File: src/rtl/sram_sched_pkg.sv
// Shared defaults and state encoding for the sram_rw_sched scheduler.
package sram_sched_pkg;

    function automatic int unsigned addr_bits(input int unsigned depth);
        return $clog2(depth);
    endfunction

    localparam int unsigned DEPTH_DEF        = 512;
    localparam int unsigned ADDR_W_DEF       = addr_bits(DEPTH_DEF);
    localparam int unsigned DATA_W_DEF       = 80;
    localparam int unsigned MASK_W_DEF       = 8;
    localparam int unsigned STARVE_LIMIT_DEF = 4;

    typedef enum logic {
        INIT  = 1'b0,
        READY = 1'b1
    } sched_state_e;

endpackage

File: src/rtl/sram_sched_wbuf.sv
// One-entry write buffer with starvation counter and read/write address comparator.
module sram_sched_wbuf #(
    parameter int unsigned ADDR_W       = 9,
    parameter int unsigned DATA_W       = 80,
    parameter int unsigned MASK_W       = 8,
    parameter int unsigned STARVE_LIMIT = 4
) (
    input  logic              clk,
    input  logic              rst_n,
    input  logic              load,
    input  logic              issue,
    input  logic [ADDR_W-1:0] w_addr,
    input  logic [MASK_W-1:0] w_mask,
    input  logic [DATA_W-1:0] w_data,
    input  logic              r_valid,
    input  logic [ADDR_W-1:0] r_addr,
    output logic              wbuf_valid,
    output logic [ADDR_W-1:0] wbuf_addr,
    output logic [MASK_W-1:0] wbuf_mask,
    output logic [DATA_W-1:0] wbuf_data,
    output logic              force_w
);

    localparam int unsigned CNT_W = $clog2(STARVE_LIMIT + 1);
    localparam logic [CNT_W-1:0] LIMIT = CNT_W'(STARVE_LIMIT);

    logic [CNT_W-1:0] starve_cnt;

    always_ff @(posedge clk or negedge rst_n) begin
        if (!rst_n) begin
            wbuf_valid <= 1'b0;
            wbuf_addr  <= '0;
            wbuf_mask  <= '0;
            wbuf_data  <= '0;
            starve_cnt <= '0;
        end else begin
            // A load on the draining edge refills the entry in place.
            if (load) begin
                wbuf_valid <= 1'b1;
                wbuf_addr  <= w_addr;
                wbuf_mask  <= w_mask;
                wbuf_data  <= w_data;
            end else if (issue) begin
                wbuf_valid <= 1'b0;
            end

            if (issue || !wbuf_valid) begin
                starve_cnt <= '0;
            end else if (starve_cnt != LIMIT) begin
                starve_cnt <= starve_cnt + CNT_W'(1);
            end
        end
    end

    always_comb begin
        force_w = wbuf_valid & ((starve_cnt == LIMIT) | (r_valid & (r_addr == wbuf_addr)));
    end

endmodule

File: src/rtl/sram_rw_sched.sv
// Single-port SRAM scheduler sharing one masked-write array between a reader and a writer.
// Define SRAM_SCHED_INIT_EN to zero the array with a post-reset sweep before READY.
module sram_rw_sched
    import sram_sched_pkg::*;
#(
    parameter int unsigned DEPTH        = DEPTH_DEF,
    parameter int unsigned ADDR_W       = addr_bits(DEPTH),
    parameter int unsigned DATA_W       = DATA_W_DEF,
    parameter int unsigned MASK_W       = MASK_W_DEF,
    parameter int unsigned STARVE_LIMIT = STARVE_LIMIT_DEF
) (
    input  logic              clk,
    input  logic              rst_n,
    input  logic              r_req_valid,
    output logic              r_req_ready,
    input  logic [ADDR_W-1:0] r_req_addr,
    output logic              r_resp_valid,
    output logic [DATA_W-1:0] r_resp_data,
    input  logic              w_req_valid,
    output logic              w_req_ready,
    input  logic [ADDR_W-1:0] w_req_addr,
    input  logic [MASK_W-1:0] w_req_mask,
    input  logic [DATA_W-1:0] w_req_data,
    output logic              init_done,
    output logic              sram_en,
    output logic              sram_wmode,
    output logic [ADDR_W-1:0] sram_addr,
    output logic [MASK_W-1:0] sram_wmask,
    output logic [DATA_W-1:0] sram_wdata,
    input  logic [DATA_W-1:0] sram_rdata
);

    sched_state_e state_q, state_d;

    logic              read_fire;
    logic              wbuf_issue;
    logic              wbuf_load;
    logic              wbuf_valid;
    logic              force_w;
    logic [ADDR_W-1:0] wbuf_addr;
    logic [MASK_W-1:0] wbuf_mask;
    logic [DATA_W-1:0] wbuf_data;

    always_ff @(posedge clk or negedge rst_n) begin
        if (!rst_n) begin
            state_q      <= INIT;
            r_resp_valid <= 1'b0;
        end else begin
            state_q      <= state_d;
            r_resp_valid <= read_fire;
        end
    end

`ifdef SRAM_SCHED_INIT_EN
    localparam logic [ADDR_W-1:0] LAST_ADDR = ADDR_W'(DEPTH - 1);

    logic [ADDR_W-1:0] sweep_addr;

    always_ff @(posedge clk or negedge rst_n) begin
        if (!rst_n) begin
            sweep_addr <= '0;
        end else if (state_q == INIT) begin
            sweep_addr <= sweep_addr + ADDR_W'(1);
        end
    end
`endif

    always_comb begin
        state_d    = state_q;
        r_req_ready = 1'b0;
        read_fire  = 1'b0;
        wbuf_issue = 1'b0;
        sram_en    = 1'b0;
        sram_wmode = 1'b0;
        sram_addr  = '0;
        sram_wmask = '0;
        sram_wdata = '0;

        case (state_q)
            INIT: begin
`ifdef SRAM_SCHED_INIT_EN
                // Reset resets state to INIT, so gate the sweep port to keep outputs low in reset.
                if (rst_n) begin
                    sram_en    = 1'b1;
                    sram_wmode = 1'b1;
                    sram_addr  = sweep_addr;
                    sram_wmask = '1;
                end
                if (sweep_addr == LAST_ADDR) begin
                    state_d = READY;
                end
`else
                state_d = READY;
`endif
            end
            READY: begin
                r_req_ready = !force_w;
                read_fire   = r_req_valid & !force_w;
                if (read_fire) begin
                    sram_en   = 1'b1;
                    sram_addr = r_req_addr;
                end else if (wbuf_valid) begin
                    wbuf_issue = 1'b1;
                    sram_en    = 1'b1;
                    sram_wmode = 1'b1;
                    sram_addr  = wbuf_addr;
                    sram_wmask = wbuf_mask;
                    sram_wdata = wbuf_data;
                end
            end
            default: state_d = INIT;
        endcase

        w_req_ready = (state_q == READY) & (!wbuf_valid | wbuf_issue);
        wbuf_load   = w_req_valid & w_req_ready;
    end

    assign init_done   = (state_q == READY);
    assign r_resp_data = r_resp_valid ? sram_rdata : '0;

    sram_sched_wbuf #(
        .ADDR_W       (ADDR_W),
        .DATA_W       (DATA_W),
        .MASK_W       (MASK_W),
        .STARVE_LIMIT (STARVE_LIMIT)
    ) u_wbuf (
        .clk        (clk),
        .rst_n      (rst_n),
        .load       (wbuf_load),
        .issue      (wbuf_issue),
        .w_addr     (w_req_addr),
        .w_mask     (w_req_mask),
        .w_data     (w_req_data),
        .r_valid    (r_req_valid),
        .r_addr     (r_req_addr),
        .wbuf_valid (wbuf_valid),
        .wbuf_addr  (wbuf_addr),
        .wbuf_mask  (wbuf_mask),
        .wbuf_data  (wbuf_data),
        .force_w    (force_w)
    );

endmodule

File: config.mk
export PLATFORM = sky130hd
export DESIGN_NAME = sram_rw_sched
export DESIGN_NICKNAME = d
export VERILOG_FILES = /design/src/rtl/sram_sched_pkg.sv /design/src/rtl/sram_sched_wbuf.sv /design/src/rtl/sram_rw_sched.sv
export SDC_FILE = /design/constraint.sdc
export NUM_CORES = 1
export LEC_CHECK = 0
export BUFFER_PORTS_ARGS = -buffer_cell sky130_fd_sc_hd__buf_2
export CAP_MARGIN = 20
export CORE_AREA = 2 2 146 148
export CTS_BUF_LIST = sky130_fd_sc_hd__clkbuf_8
export DETAILED_ROUTE_END_ITERATION = 7
export DIE_AREA = 0 0 148 150
export MAX_ROUTING_LAYER = met4
export PLACE_DENSITY = 0.65
export SLEW_MARGIN = 20
export SYNTH_ARGS = -nofsm -noshare
export SYNTH_HDL_FRONTEND = slang
export SYNTH_HIERARCHICAL = 1
export SYNTH_SLANG_ARGS = --single-unit
export TNS_END_PERCENT = 1
File: constraint.sdc
create_clock -name clk -period 3.8 [get_ports clk]
set_input_delay 1.14 -clock clk [delete_from_list [all_inputs] [get_ports clk]]
set_output_delay 1.14 -clock clk [all_outputs]
set_load 0.005 [all_outputs]
# After elaboration in Yosys (flattened, before gate mapping)
# Index checks and enable logic that the tools add are counted.
# word_totals
register_bits	103
inputBits	190
# op_classes
mux	21
n_addsub	1
n_bitwise	7
n_reduce_logical	5
eq_ne	3
# op_table
operator	n
$mux 80	4
$mux 9	3
$mux 8	3
$eq 9x9->1	1
$mux 1	9
$mux 3	2
$and 1x1->1	5
$reduce_bool 2->1	2
$add 3x1->3 const B	1
$eq 3x3->1 const B	1
$ne 3x3->1 const B	1
$logic_not 1->1	2
$or 1x1->1	2
$logic_or 1x1->1	1

# Longest topological paths before layout
# logic_depth
ltp_word	12
ltp_mapped	11
mapped_depth_nobuf	8

# Modules after synthesis
# Netlist, hierarchy kept.
# by_module_without_submodules
mod	instances	cells_each	seq_area_each_um2	area_per_inst_um2
sram_sched_wbuf	1	239	2527.4	3971.3
sram_rw_sched	1	229	50.0	1460.2

# Least setup slack after synthesis
# OpenSTA, ideal clock, no wires.
# synth_path
kind	input port to output port
start	in r_req_addr[0]
end	out sram_wdata[60]
arrival_time_ns	2.574
cell_stages	10
required_ns	2.660
path_slack_ns	0.086
path_buffers	4
cell_sequence	xnor2_1 nand4_1 o31ai_1 nand2b_4 buf_6 and3_4 buf_6 buf_6 buf_6 and2_4
# synth_between
elab_chain_cells	8
# synth_rtl
element	line_no	text
start, declared	sram_rw_sched.sv:16	input logic [ADDR_W-1:0] r_req_addr,
$eq 9x9->1	sram_sched_wbuf.sv:56	force_w = wbuf_valid & ((starve_cnt == LIMIT) | (r_valid & (r_addr == wbuf_addr)));
$and 1x1->1	sram_sched_wbuf.sv:56	
$or 1x1->1	sram_sched_wbuf.sv:56	
$and 1x1->1	sram_sched_wbuf.sv:56	
net force_w	sram_rw_sched.sv:39	logic force_w;
$logic_not 1->1	sram_rw_sched.sv:98	read_fire = r_req_valid & !force_w;
$and 1x1->1	sram_rw_sched.sv:98	
$mux 80	sram_rw_sched.sv:99	if (read_fire) begin
$mux 80	sram_rw_sched.sv:79	case (state_q)
end, declared	sram_rw_sched.sv:29	output logic [DATA_W-1:0] sram_wdata,
# The timed path passes the listed nets, and every way through them passes these cells.

# Final worst setup path
# layout_path
start	in r_req_addr[3]
end	out sram_wdata[71]
# Same word-level chain as after synthesis.

==> flow_summary.ini <==
[clocking]
cts_sinks = 103
cts_max_path_buffers = 2
clock_latency_ns = 0.39
cts_tree = built
clkTransAtPathRegs_ns = 0.11
cts_buffers = 9
ctsHoldBuffers = 0
root_buffer = clkbuf_8
htree_levels = 3

[synth]
synthMuxAreaShare = 0.2142
synth.cell_area_um2 = 5431
syn_nets = 660
yosysSeqAreaShare = 0.4745
synth_warnings = 6
synth-adder-area-share = 0.004607
synth-simple-area-share = 0.2343
ys_types = 25
synth_xor_area_frac = 0.01613
syn_inst = 468
synth_top_family_by_area = simple AND/OR/NAND/NOR gates
synth.avg_cell_area_um2 = 11.61
synth.ff_latch_count = 103
synth-compound-area-share = 0.01843

[global_route]
grt_max_degree = 59
grt_pass1_vias = 5034
grt_util_all_layers = 0.2024
grt_pass1_wl_mm = 31.73
gr-total-overflow = 0
antenna_found_initial = 11

[sta]
slew_violations = 0
worst_pin_slew_ns = 0.7364
fin_ws_ns = -0.06352
relSlewSlack = 0.5091
rsz0062_at_grt = yes
setup_viol = 92
hold_viol = 0
finClkSkew_ns = 0.01861
fmax_mhz = 258.8
whs_ns = 0.5070
post-route-min-period_ns = 3.864
fin_crit_sh = 1.017

[floorplanning]
start_util = 0.2625
ios = 373
die_x_um = 148
die_height_um = 150
die_area_um2 = 22200
num_rows = 53
core_um2 = 20690

[setup_path]
r2r_setup_slack_ns = 0.93
max_stage_delay_ns = 0.26
cp-end-kind = output pin
arrival_ns = 2.72
cp_cell_sequence = buf_8, xnor2_4, nand4_1, o31ai_2, nand2b_4, and3_4, buf_8, clkbuf_16, and2_1, buf_2
critPathRequiredTime_ns = 2.66
r2r-start = u_wbuf/wbuf_addr[3]$_DFFE_PN0P_
path_buf_inv = 4
path_max_fanout = 6
crit_family = simple AND/OR/NAND/NOR gates
cpMostUsedCell = buf_8
timing.rr.end = u_wbuf/wbuf_data[35]$_DFFE_PN0P_
ff2ff_path_depth = 10
path_depth = 10
slowest_stage = o31ai_2
path_class = in -> out
startpoint_type = input port

[power]
pwr_density_cell_nw_per_um2 = 431.0
cellLeakagePower_nw = 4.375
irDropWorstVdd_uv = 197.0

[detailed_routing]
via_per_inst = 4.354
num_vias = 4942
met2WireLength_mm = 11.99
route.met3.wl_mm = 1.470
antenna_left = 0
wl_mm = 22.34
wirelength_met1_mm = 7.931
remaining_drc_errors = 0
routed.top_layer = met4
drtIter0Drc = 184
drtPass1Iterations = 4
wl_per_cell_um = 19.68

[min_path]
hp-class = reg -> reg
holdPathStages = 1
min_to = u_wbuf/wbuf_data[17]$_DFFE_PN0P_
hold_start = u_wbuf/wbuf_data[17]$_DFFE_PN0P_

[finish]
final_util = 0.4041
area_delta_synth_final_pct = 53.95
fin_area_um2 = 8362
drive_above_1_share = 0.6400
fin_nets = 1037

[placement]
place_congestion = 0.8993
io_buffers = 372
placed_area_um2 = 7676
dpl.hpwl_mm = 18.08

[outcome]
violations = setup timing
status = complete, but fails checks

[job]
maxCapViolations = 0
[what timing repair did]
| item | in CTS | in global routing |
|---|---|---|
| pin swaps | 11 | 11 |
| setup endpoints to repair | 100 | 93 |
| cloned | 3 | 1 |
| gates resized for setup | 41 | 22 |
| buffers inserted | 2 | 2 |
[where the power goes]
group          leakage (nW)  internal (mW)  switching (mW)  total, mW
Combinational          3.07          0.781           0.467       1.25
Sequential             1.21           1.42           0.224       1.65
Clock                0.0998          0.275           0.432      0.707
[through the flow]
stage / instances / setup TNS, ns / setup slack, ns / total power, mW
3_3_place_gp: 1101 / -10.53 / -0.1498 / 2.733
5_1_grt: 1128 / -9.958 / -0.1329 / 3.840
6_report: 1135 / -3.204 / -0.06352 / 3.604
4_1_cts: 1122 / -0.8413 / -0.04300 / 3.597
3_5_place_dp: 1101 / -12.20 / -0.1621 / 2.762
2_1_floorplan: 468 / 0 / 0.08583 / 2.263
[cell type report]
cell class	instances	area, um2
repair buffers	399	2432
diodes	10	25.02
clock buffers	10	137.6
inverters	2	7.507
flip-flops and latches	103	2579
clock inverters	6	63.81
well taps	275	344.1
multi-input cells	330	2773
fillers	2094	12330
[worst max path at each step]
stage	start	endpoint	slack, ns
floorplan	r_req_addr[0]	sram_wdata[60]	0.09
global placement	r_req_addr[3]	sram_wdata[14]	-0.15
global route	r_req_addr[3]	sram_wdata[45]	-0.13
detailed placement	r_req_addr[3]	sram_wdata[14]	-0.16
finish	r_req_addr[3]	sram_wdata[71]	-0.06
CTS	r_req_addr[6]	sram_wdata[71]	-0.04
[logic make-up after synthesis]
kind of cell	after synthesis
adders and majority gates	2
muxes	97
other	1
and+or+nand+nor	206
DFF	103
buffers and inverters	35
AOI/OAI and AO/OA	14
xor gates and xnor gates	10
[routing by layer]
metal | vias to the layer above | global-route usage
li1 | 2290 | -
met2 | 220 | 0.3741
met4 | 0 | 0.07905
met5 | - | -
met3 | 32 | 0.04726
met1 | 2400 | 0.2074
[Yosys cell counts]
| library cell | n | share of area |
|---|---|---|
| nor2_1 | 3 | 0.0021 |
| nand4_1 | 2 | 0.0023 |
| nand3_1 | 12 | 0.011 |
| nand2b_1 | 2 | 0.0023 |
| dfrtp_1 | 103 | 0.47 |
| nand2_1 | 13 | 0.0090 |
| clkbuf_1 | 17 | 0.012 |
| o21a_1 | 1 | 0.0014 |
| o31ai_1 | 1 | 0.0014 |
| buf_6 | 8 | 0.017 |
| mux2_2 | 78 | 0.16 |
| conb_1 | 1 | 0.00069 |
| inv_1 | 2 | 0.0014 |
| ha_1 | 2 | 0.0046 |
| buf_2 | 8 | 0.0074 |
| a21boi_0 | 10 | 0.014 |
| xnor2_1 | 10 | 0.016 |
| and3_4 | 1 | 0.0021 |
| nand2b_4 | 1 | 0.0025 |
| and2_4 | 10 | 0.016 |
| and2b_1 | 2 | 0.0028 |
| a21oi_1 | 2 | 0.0018 |
| mux2_4 | 19 | 0.053 |
| nor3_1 | 1 | 0.00092 |
| and2_1 | 159 | 0.18 |
[sequential cells by signal, indices dropped and copies added, names as in the netlist]
register and count:
u_wbuf/wbuf_addr 9, r_resp_valid 1, u_wbuf/wbuf_mask 8, init_done 1, u_wbuf/starve_cnt 3, u_wbuf/wbuf_valid 1
u_wbuf/wbuf_data 80
[layout by cell type (no fill, tap or decap), types with 2 or more instances in the layout]
cell,n
mux2_2,78
xnor2_4,2
a21boi_0,10
xnor2_1,2
nand4_1,2
xnor2_2,6
nand3_1,12
inv_1,2
ha_1,2
clkbuf_8,10
buf_8,3
buf_12,9
diode_2,10
dfrtp_1,102
and2_4,18
buf_4,13
buf_6,24
nand2_1,13
and2_1,151
buf_2,346
nor2_1,3
buf_16,3
inv_8,2
nand2b_1,2
mux2_4,19
Note: power is estimated with default switching activity, not from simulation.
